<file path="src/rtl/mul_err_pkg.sv">
// Shared types and width defaults for the approximate-multiplier error collector.
package mul_err_pkg;

  localparam int W_DEF     = 16;
  localparam int CNT_W_DEF = 20;
  localparam int PROD_W    = 2 * W_DEF;
  localparam int SUM_W_DEF = PROD_W + CNT_W_DEF;

  typedef enum logic [1:0] {
    IDLE  = 2'd0,
    RUN   = 2'd1,
    DRAIN = 2'd2,
    DONE  = 2'd3
  } state_t;

endpackage

</file>
<file path="src/rtl/mul_ed_calc.sv">
// Two-stage pipeline: capture the beat, form the exact product, then the
// absolute error distance against the approximate product.
module mul_ed_calc #(
  parameter int W = 16
) (
  input  logic                  clk,
  input  logic                  rst_n,
  input  logic                  valid,
  input  logic signed [W-1:0]   a,
  input  logic signed [W-1:0]   b,
  input  logic signed [2*W-1:0] prod,
  output logic                  ed_valid,
  output logic [2*W-1:0]        ed
);

  localparam int PW = 2 * W;

  logic                 v1;
  logic                 v2;
  logic signed [W-1:0]  a1;
  logic signed [W-1:0]  b1;
  logic signed [PW-1:0] p1;
  logic signed [PW-1:0] p2;
  logic signed [PW-1:0] exact2;
  logic signed [PW:0]   diff;

  always_ff @(posedge clk or negedge rst_n) begin
    if (!rst_n) begin
      v1     <= 1'b0;
      v2     <= 1'b0;
      a1     <= '0;
      b1     <= '0;
      p1     <= '0;
      p2     <= '0;
      exact2 <= '0;
    end else begin
      v1 <= valid;
      v2 <= v1;
      if (valid) begin
        a1 <= a;
        b1 <= b;
        p1 <= prod;
      end
      // Full-width signed product: (-2^(W-1))^2 = +2^(2W-2) still fits.
      if (v1) begin
        exact2 <= PW'(a1) * PW'(b1);
        p2     <= p1;
      end
    end
  end

  // One extra bit so the difference cannot overflow; |diff| always fits PW bits.
  assign diff     = {exact2[PW-1], exact2} - {p2[PW-1], p2};
  assign ed       = diff[PW] ? PW'(-diff) : PW'(diff);
  assign ed_valid = v2;

endmodule

</file>
<file path="src/rtl/mul_err_collector.sv">
// Streaming error-statistics sink for approximate multipliers: sweep FSM,
// input handshake and saturating accumulators.
//
// state | meaning
// IDLE  | waiting for start after reset
// RUN   | accepting beats until the in_last beat
// DRAIN | two cycles letting the ED pipeline empty
// DONE  | statistics final, held until start or reset
module mul_err_collector
  import mul_err_pkg::*;
#(
  parameter int W     = W_DEF,
  parameter int CNT_W = CNT_W_DEF,
  parameter int SUM_W = 2 * W + CNT_W
) (
  input  logic                  clk,
  input  logic                  rst_n,
  input  logic                  start,
  input  logic                  in_valid,
  output logic                  in_ready,
  input  logic signed [W-1:0]   in_a,
  input  logic signed [W-1:0]   in_b,
  input  logic signed [2*W-1:0] in_prod,
  input  logic                  in_last,
  output logic                  busy,
  output logic                  stat_valid,
  output logic [CNT_W-1:0]      sample_cnt,
  output logic [CNT_W-1:0]      err_cnt,
  output logic [SUM_W-1:0]      sum_ed,
  output logic [2*W-1:0]        max_ed,
  output logic                  sat
);

  localparam int PW = 2 * W;

  state_t        state;
  logic          drain_cnt;
  logic          accept;
  logic          clear;
  logic          ed_valid;
  logic [PW-1:0] ed;
  logic [SUM_W:0] sum_next;

  assign accept   = in_ready & in_valid;
  assign clear    = start & ((state == IDLE) | (state == DONE));
  assign sum_next = {1'b0, sum_ed} + (SUM_W + 1)'(ed);

  mul_ed_calc #(.W(W)) u_ed (
    .clk      (clk),
    .rst_n    (rst_n),
    .valid    (accept),
    .a        (in_a),
    .b        (in_b),
    .prod     (in_prod),
    .ed_valid (ed_valid),
    .ed       (ed)
  );

  always_ff @(posedge clk or negedge rst_n) begin
    if (!rst_n) begin
      state      <= IDLE;
      drain_cnt  <= 1'b0;
      in_ready   <= 1'b0;
      busy       <= 1'b0;
      stat_valid <= 1'b0;
      sample_cnt <= '0;
      err_cnt    <= '0;
      sum_ed     <= '0;
      max_ed     <= '0;
      sat        <= 1'b0;
    end else begin
      case (state)
        IDLE, DONE: begin
          if (start) begin
            state      <= RUN;
            in_ready   <= 1'b1;
            busy       <= 1'b1;
            stat_valid <= 1'b0;
          end else if (state == DONE) begin
            stat_valid <= 1'b1;
          end
        end
        RUN: begin
          if (in_valid && in_last) begin
            state     <= DRAIN;
            in_ready  <= 1'b0;
            drain_cnt <= 1'b0;
          end
        end
        DRAIN: begin
          if (drain_cnt) begin
            state <= DONE;
            busy  <= 1'b0;
          end else begin
            drain_cnt <= 1'b1;
          end
        end
        default: state <= IDLE;
      endcase

      // The ED pipeline is always empty in IDLE/DONE, so clear never races an update.
      if (clear) begin
        sample_cnt <= '0;
        err_cnt    <= '0;
        sum_ed     <= '0;
        max_ed     <= '0;
        sat        <= 1'b0;
      end else if (ed_valid) begin
        if (&sample_cnt) sat <= 1'b1;
        else             sample_cnt <= sample_cnt + 1'b1;
        if (ed != '0) begin
          if (&err_cnt) sat <= 1'b1;
          else          err_cnt <= err_cnt + 1'b1;
        end
        if (sum_next[SUM_W]) begin
          sum_ed <= '1;
          sat    <= 1'b1;
        end else begin
          sum_ed <= sum_next[SUM_W-1:0];
        end
        if (ed > max_ed) max_ed <= ed;
      end
    end
  end

endmodule

</file>
<file path="config.mk">
export PLATFORM = sky130hd
export DESIGN_NAME = mul_err_collector
export DESIGN_NICKNAME = d
export VERILOG_FILES = /design/src/rtl/mul_err_pkg.sv /design/src/rtl/mul_ed_calc.sv /design/src/rtl/mul_err_collector.sv
export SDC_FILE = /design/constraint.sdc
export NUM_CORES = 1
export LEC_CHECK = 0
export ABC_CLOCK_PERIOD_IN_PS = 6600
export CAP_MARGIN = 20
export CORE_MARGIN = 5
export CORE_UTILIZATION = 50
export DETAILED_ROUTE_END_ITERATION = 10
export GPL_TIMING_DRIVEN = 0
export PLACE_DENSITY_LB_ADDON = 0.25
export SLEW_MARGIN = 20
export SYNTH_ARGS = -nofsm -noshare
export SYNTH_HDL_FRONTEND = slang
export SYNTH_SLANG_ARGS = --single-unit
</file>
<file path="constraint.sdc">
create_clock -name clk -period 6.6 [get_ports clk]
set_input_delay 1.32 -clock clk [delete_from_list [all_inputs] [get_ports clk]]
set_output_delay 1.32 -clock clk [all_outputs]
set_load 0.05 [all_outputs]
</file>
* Word-level counts from Yosys, hierarchy flattened
Cells that the tools add are included.
** Word-level totals
- Register bits :: 261
- Input bits :: 69
- Output and inout bits :: 128
- Logic and storage cells :: 88
** Cells by class
- Add/subtract/negate cells :: 5
- Multiply operators :: 1
- Order comparisons :: 1
- Eq/ne operators :: 8
- Muxes and demuxes :: 32
- Bitwise logic cells :: 3
- Reduce and logical (&&, ||, !) cells :: 21
** Operators by type and width (count)
- 52-bit 2-to-1 mux :: 3
- 20-bit 2-to-1 mux :: 7
- 32-bit 2-to-1 mux :: 4
- 52-bit by 32-bit adder with 53-bit output :: 1
- 20-bit by 1-bit adder with 20-bit output, second input constant :: 2
- 20-bit AND reduction :: 2
- 32-bit by 32-bit subtractor with 33-bit output :: 1
- 32-bit > comparator :: 1
- 16-bit by 16-bit multiplier with 32-bit output :: 1
- 32-bit negator :: 1
- 32-bit nonzero test :: 1
- 2-bit nonzero test :: 7
- 3-bit AND reduction :: 4
- 1-bit 2-to-1 mux :: 11
- 2-bit != test, second input constant :: 5
- 2-bit AND reduction :: 4
- 2-bit 2-to-1 mux :: 3
- 1-bit one-hot mux with 2 select lines :: 3
- 2-bit one-hot mux with 3 select lines :: 1
- 2-bit equality test, second input constant :: 2
- 1-bit AND :: 2
- 2-bit by 1-bit equality test with 1-bit output, second input constant :: 1
- 2-bit zero test :: 1
- 2-bit OR reduction :: 1
- 2 further kinds :: 2

* Logic depth before layout (Yosys ltp)
- Depth in word-level cells :: 8
- Depth in mapped cells :: 28
- Gate-level depth less buffers :: 26

* Hierarchy
From an unflattened synthesis, not the netlist that was laid out.
** Second synthesis, totals
- Cell total of the unflattened synthesis :: 2861
- Area total of the unflattened synthesis :: 26207.6 µm²
** Modules (own cells, without submodules)
- mul_ed_calc :: times used 1, cells an instance 1864, area each 17454.2 µm², seq. area each 3253.1 µm²
- mul_err_collector :: times used 1, cells an instance 997, area each 8753.4 µm², seq. area each 3278.1 µm²

* Least setup slack after synthesis
OpenSTA, ideal clock, no wires.
- Path kind :: register to register
- Start :: register u_ed.b1[6]
- End :: register u_ed.exact2[28]
- Setup time :: 0.125 ns
- Data arrival time :: 6.212 ns
- Required time :: 6.475 ns
- Path slack :: 0.263 ns
- Cell stages (with the launch flop) :: 25
- Buffers on the path :: 2
- Period minus slack after synthesis :: 6.337 ns
- Cell sequence :: dfrtp_1 > clkbuf_1 > clkbuf_1 > nand2_1 > fa_1 > inv_1 > fa_1 > inv_1 > fa_1 > fa_1 > inv_1 > fa_1 > fa_1 > ha_1 > a21o_1 > a21o_1 > nor3_1 > o21ai_0 > a31o_2 > o21ba_2 > o21ai_0 > a21oi_1 > a31oi_1 > xnor2_1 > mux2_2
** On the way
- Cells in the longest elaborated chain, start to end :: 1
** RTL lines
- start: declaration :: line mul_ed_calc.sv:21 : logic signed [W-1:0] b1;
- start signal: assignment :: line mul_ed_calc.sv:32 : b1 <= '0;
- start signal: assignment :: line mul_ed_calc.sv:41 : b1 <= b;
- 16-bit by 16-bit multiplier with 32-bit output :: line mul_ed_calc.sv:46 : exact2 <= PW'(a1) * PW'(b1);
- end signal: assignment :: line mul_ed_calc.sv:46
- end: declaration :: line mul_ed_calc.sv:24 : logic signed [PW-1:0] exact2;
No other way between the ends.
A chain may end at the register's enable or synchronous reset.

* Final worst setup path
- Start :: register u_ed.a1[7]
- End :: register u_ed.exact2[28]
** On the way
- Cells in the longest elaborated chain, start to end :: 1
** RTL lines
- start: declaration :: line mul_ed_calc.sv:20 : logic signed [W-1:0] a1;
- start signal: assignment :: line mul_ed_calc.sv:31 : a1 <= '0;
- start signal: assignment :: line mul_ed_calc.sv:40 : a1 <= a;
- 16-bit by 16-bit multiplier with 32-bit output :: line mul_ed_calc.sv:46
No other way between the ends.

==> impl_metrics.toml <==
[placed_design]
dp_slack_ps = -1800
place.gp.congestion = 0.951
hpwl_um = 60700
io_buffers = 196

[cells_and_area]
syn2layout_area_growth_pct = 18.5
final_cell_mix = "inv_1, fa_1, nand2_1"
drive_above_1_share = 0.121
num-nets-final = 3653
final_common_cell = "inv_1"

[routing]
routed-via-count = 22000
drc_errors = 0
wl_um = 75700
firstDrtPassIters = 5
drt-initial-drc-count = 1269
wl_per_cell_um = 19.7
via_per_inst = 5.72
ant_nets = 0

[sta]
max_freq_mhz = 157
slew_viol_final = 0
setup_ws_ps = 238
hold_viol_final = 0
setup_viol = 0
relSlewSlack = 0.209
finalCritPeriodShare = 0.964
final.setup_skew_ps = 40.5
post-route-min-period_ps = 6360
rsz0062_at_grt = "true"
worst_slew_pin_slew_ps = 1170

[critical_path]
worstPathArrival_ps = 6820
cp_common_cell = "fa_1"
timing.rr.end = "u_ed.exact2[28]$_DFFE_PN0P_"
critPathMaxStageDelay_ps = 580
critPathSlowestCell = "fa_1"
critPathLaunchType = "flip-flop"
r2r_slack_ps = 240
worstPathRequired_ps = 7060
crit_type = "reg2reg"
reg2reg_from = "u_ed.a1[7]$_DFFE_PN0P_"
crit_path_max_fanout = 10
end_kind = "flip-flop"
crit_chain = "buf_6 -> nand2_1 -> fa_1 -> inv_1 -> fa_1 -> inv_1 -> fa_1 -> fa_1 -> inv_1 -> fa_1 -> fa_1 -> ha_2 -> a21o_1 -> a21o_1 -> nor3_1 -> o21ai_1 -> a31o_2 -> o21ba_2 -> o21ai_2 -> a21oi_2 -> a31oi_1 -> xnor2_1 -> mux2_2"
critical-path-top-delay-family = "adder cells"
cp.buffers_inverters = 4
ff2ff_path_depth = 23

[yosys]
synth_cell_types = 84
yosysTopAreaCell = "dfrtp_1"
synth_fp_nets = 3390
synth_edf_count = 0
seq_area_frac_synth = 0.247
yosysTopAreaCellShare = 0.247
syn_area_um2 = 26400
ys.flop_type = "dfrtp_1"
ys_warn_count = 0
syn-instance-count = 2869
async_flop_share = 1.00
ys_seq_elements = 261
synth.avg_cell_area_um2 = 9.21
synthTopCellsByArea = "dfrtp_1, fa_1, ha_1"

[die]
coreArea_um2 = 52400
die_h_um = 240
die_w_um = 240
dieArea_um2 = 57500
initial_core_util = 0.504
rows = 84
ios = 197

[worst_hold_path]
hp-start = "u_ed.p1[30]$_DFFE_PN0P_"
hp-class = "reg2reg"
whs_endpoint = "u_ed.p2[30]$_DFFE_PN0P_"
min_path_cells = 2

[clock_tree]
cts_root_buffer = "clkbuf_16"
clock_latency_ps = 610
cts.sinks = 261
cts_made_buffers = 31
htree_levels = 1
cts_tree = "built"
clkTransAtPathRegs_ps = 60
ctsLongestPathBuffers = 3

[grt]
grt-ovfl-total = 0
grt_pass1_vias = 22800
grt_pass1_wl_um = 122000
grt.total_usage = 0.261
grt_antenna_before_repair = 1
grt_max_degree = 101

[status]
status = "finished, final reports clean"

[job]
drv_cap = 0
-- timing repair --
action,CTS,global route
pin swaps,2,22
endpoints found under the setup margin,97,93
hold buffers,0,0
setup buffers,11,37
resized for setup,109,122
-- cell usage after synthesis (all sizes together), types with 3 or more instances --
cell,count
a21oi,142
nand4,34
o2111a,3
buf,14
fa,264
o2111ai,7
o21bai,13
a31o,3
o21a,20
a211o,6
nor3,38
o31ai,12
a41oi,4
nand2,255
clkbuf,108
or4,16
dfrtp,261
and2,121
o41ai,3
nor2b,17
xnor2,76
o21ai,134
nand3,51
nand2b,33
and4,6
a21boi,6
nand4b,4
inv,381
o211a,6
and3,34
a211oi,42
or2,9
xor2,49
a21o,59
nor4,16
nor2,168
nor3b,4
or3,30
a31oi,37
a2111oi,8
o211ai,30
mux2i,24
a311oi,13
ha,188
mux2,89
-- cells by family after synthesis --
| group | share of synthesized area |
|---|---|
| flip-flops | 0.247 |
| multiplexers | 0.0470 |
| AO/OA/AOI/OAI | 0.142 |
| AND/OR/NAND/NOR | 0.159 |
| buffers and inverters | 0.0742 |
| adder cells (fa/ha/maj) | 0.289 |
| XOR/XNOR | 0.0417 |
-- per-stage QoR --
stage	hold slack [ps]	util	instance area, um2	setup TNS [ps]	cells
final	483	0.597	31300	0	3844
after global routing	484	0.597	31300	-2200	3844
after CTS	473	0.585	30700	-9.96	3813
after detailed placement	433	0.559	29300	-119290	3755
after global placement	444	0.558	29200	-1954650	3753
after floorplan	352	-	26400	0	2869
-- final cells by class --
class                      instances  area, um2
sequential                       261       6560
antenna                            2       5.00
clock buffer                      40        860
tap                              688        861
inverter                         382       1440
multi-input combinational       2104      18500
clock inverter                    15        134
timing repair buffer             246       2390
fill                            4524      21100
buffer                           106        597
-- registers in the layout (all words and copies together), names as in the netlist, 2 cells and up --
signal and flops:
state 2, sum_ed 52, u_ed.p1 32, u_ed.b1 16, sample_cnt 20, err_cnt 20, u_ed.a1 16, u_ed.p2 32
max_ed 32, u_ed.exact2 32
-- routing by layer --
| metal | global-route usage | part of all wire |
|---|---|---|
| met5 | 0 | 0 |
| met4 | 0.0849 | 0.035 |
| met3 | 0.0331 | 0.053 |
| met2 | 0.441 | 0.48 |
| met1 | 0.352 | 0.43 |
-- worst register-to-register path, stage by stage, from the launching register on --
cell	delay, ps
dfrtp_2	500
buf_6	200
nand2_1	90
fa_1	490
inv_1	60
fa_1	530
inv_1	50
fa_1	470
fa_1	490
inv_1	50
fa_1	510
fa_1	580
ha_2	310
a21o_1	170
a21o_1	190
nor3_1	120
o21ai_1	120
a31o_2	290
o21ba_2	220
o21ai_2	150
a21oi_2	110
a31oi_1	210
xnor2_1	90
mux2_2	260
-- how the worst max path moves through the flow --
| stage | cells after the start | start | endpoint |
|---|---|---|---|
| after CTS | 21 | u_ed.a1[6]$_DFFE_PN0P_ | u_ed.exact2[31]$_DFFE_PN0P_ |
| after floorplan | 24 | u_ed.b1[6]$_DFFE_PN0P_ | u_ed.exact2[28]$_DFFE_PN0P_ |
| after global placement | 1 | rst_n | sample_cnt[2]$_DFFE_PN0P_ |
| after detailed placement | 24 | u_ed.exact2[14]$_DFFE_PN0P_ | sum_ed[47]$_DFFE_PN0P_ |
| after global routing | 26 | u_ed.exact2[0]$_DFFE_PN0P_ | sum_ed[11]$_DFFE_PN0P_ |
| final | 23 | u_ed.a1[7]$_DFFE_PN0P_ | u_ed.exact2[28]$_DFFE_PN0P_ |
Power is left out: the tool's default activity adds up to more than one toggle a clock period on the data nets, which glitch-free logic cannot reach.
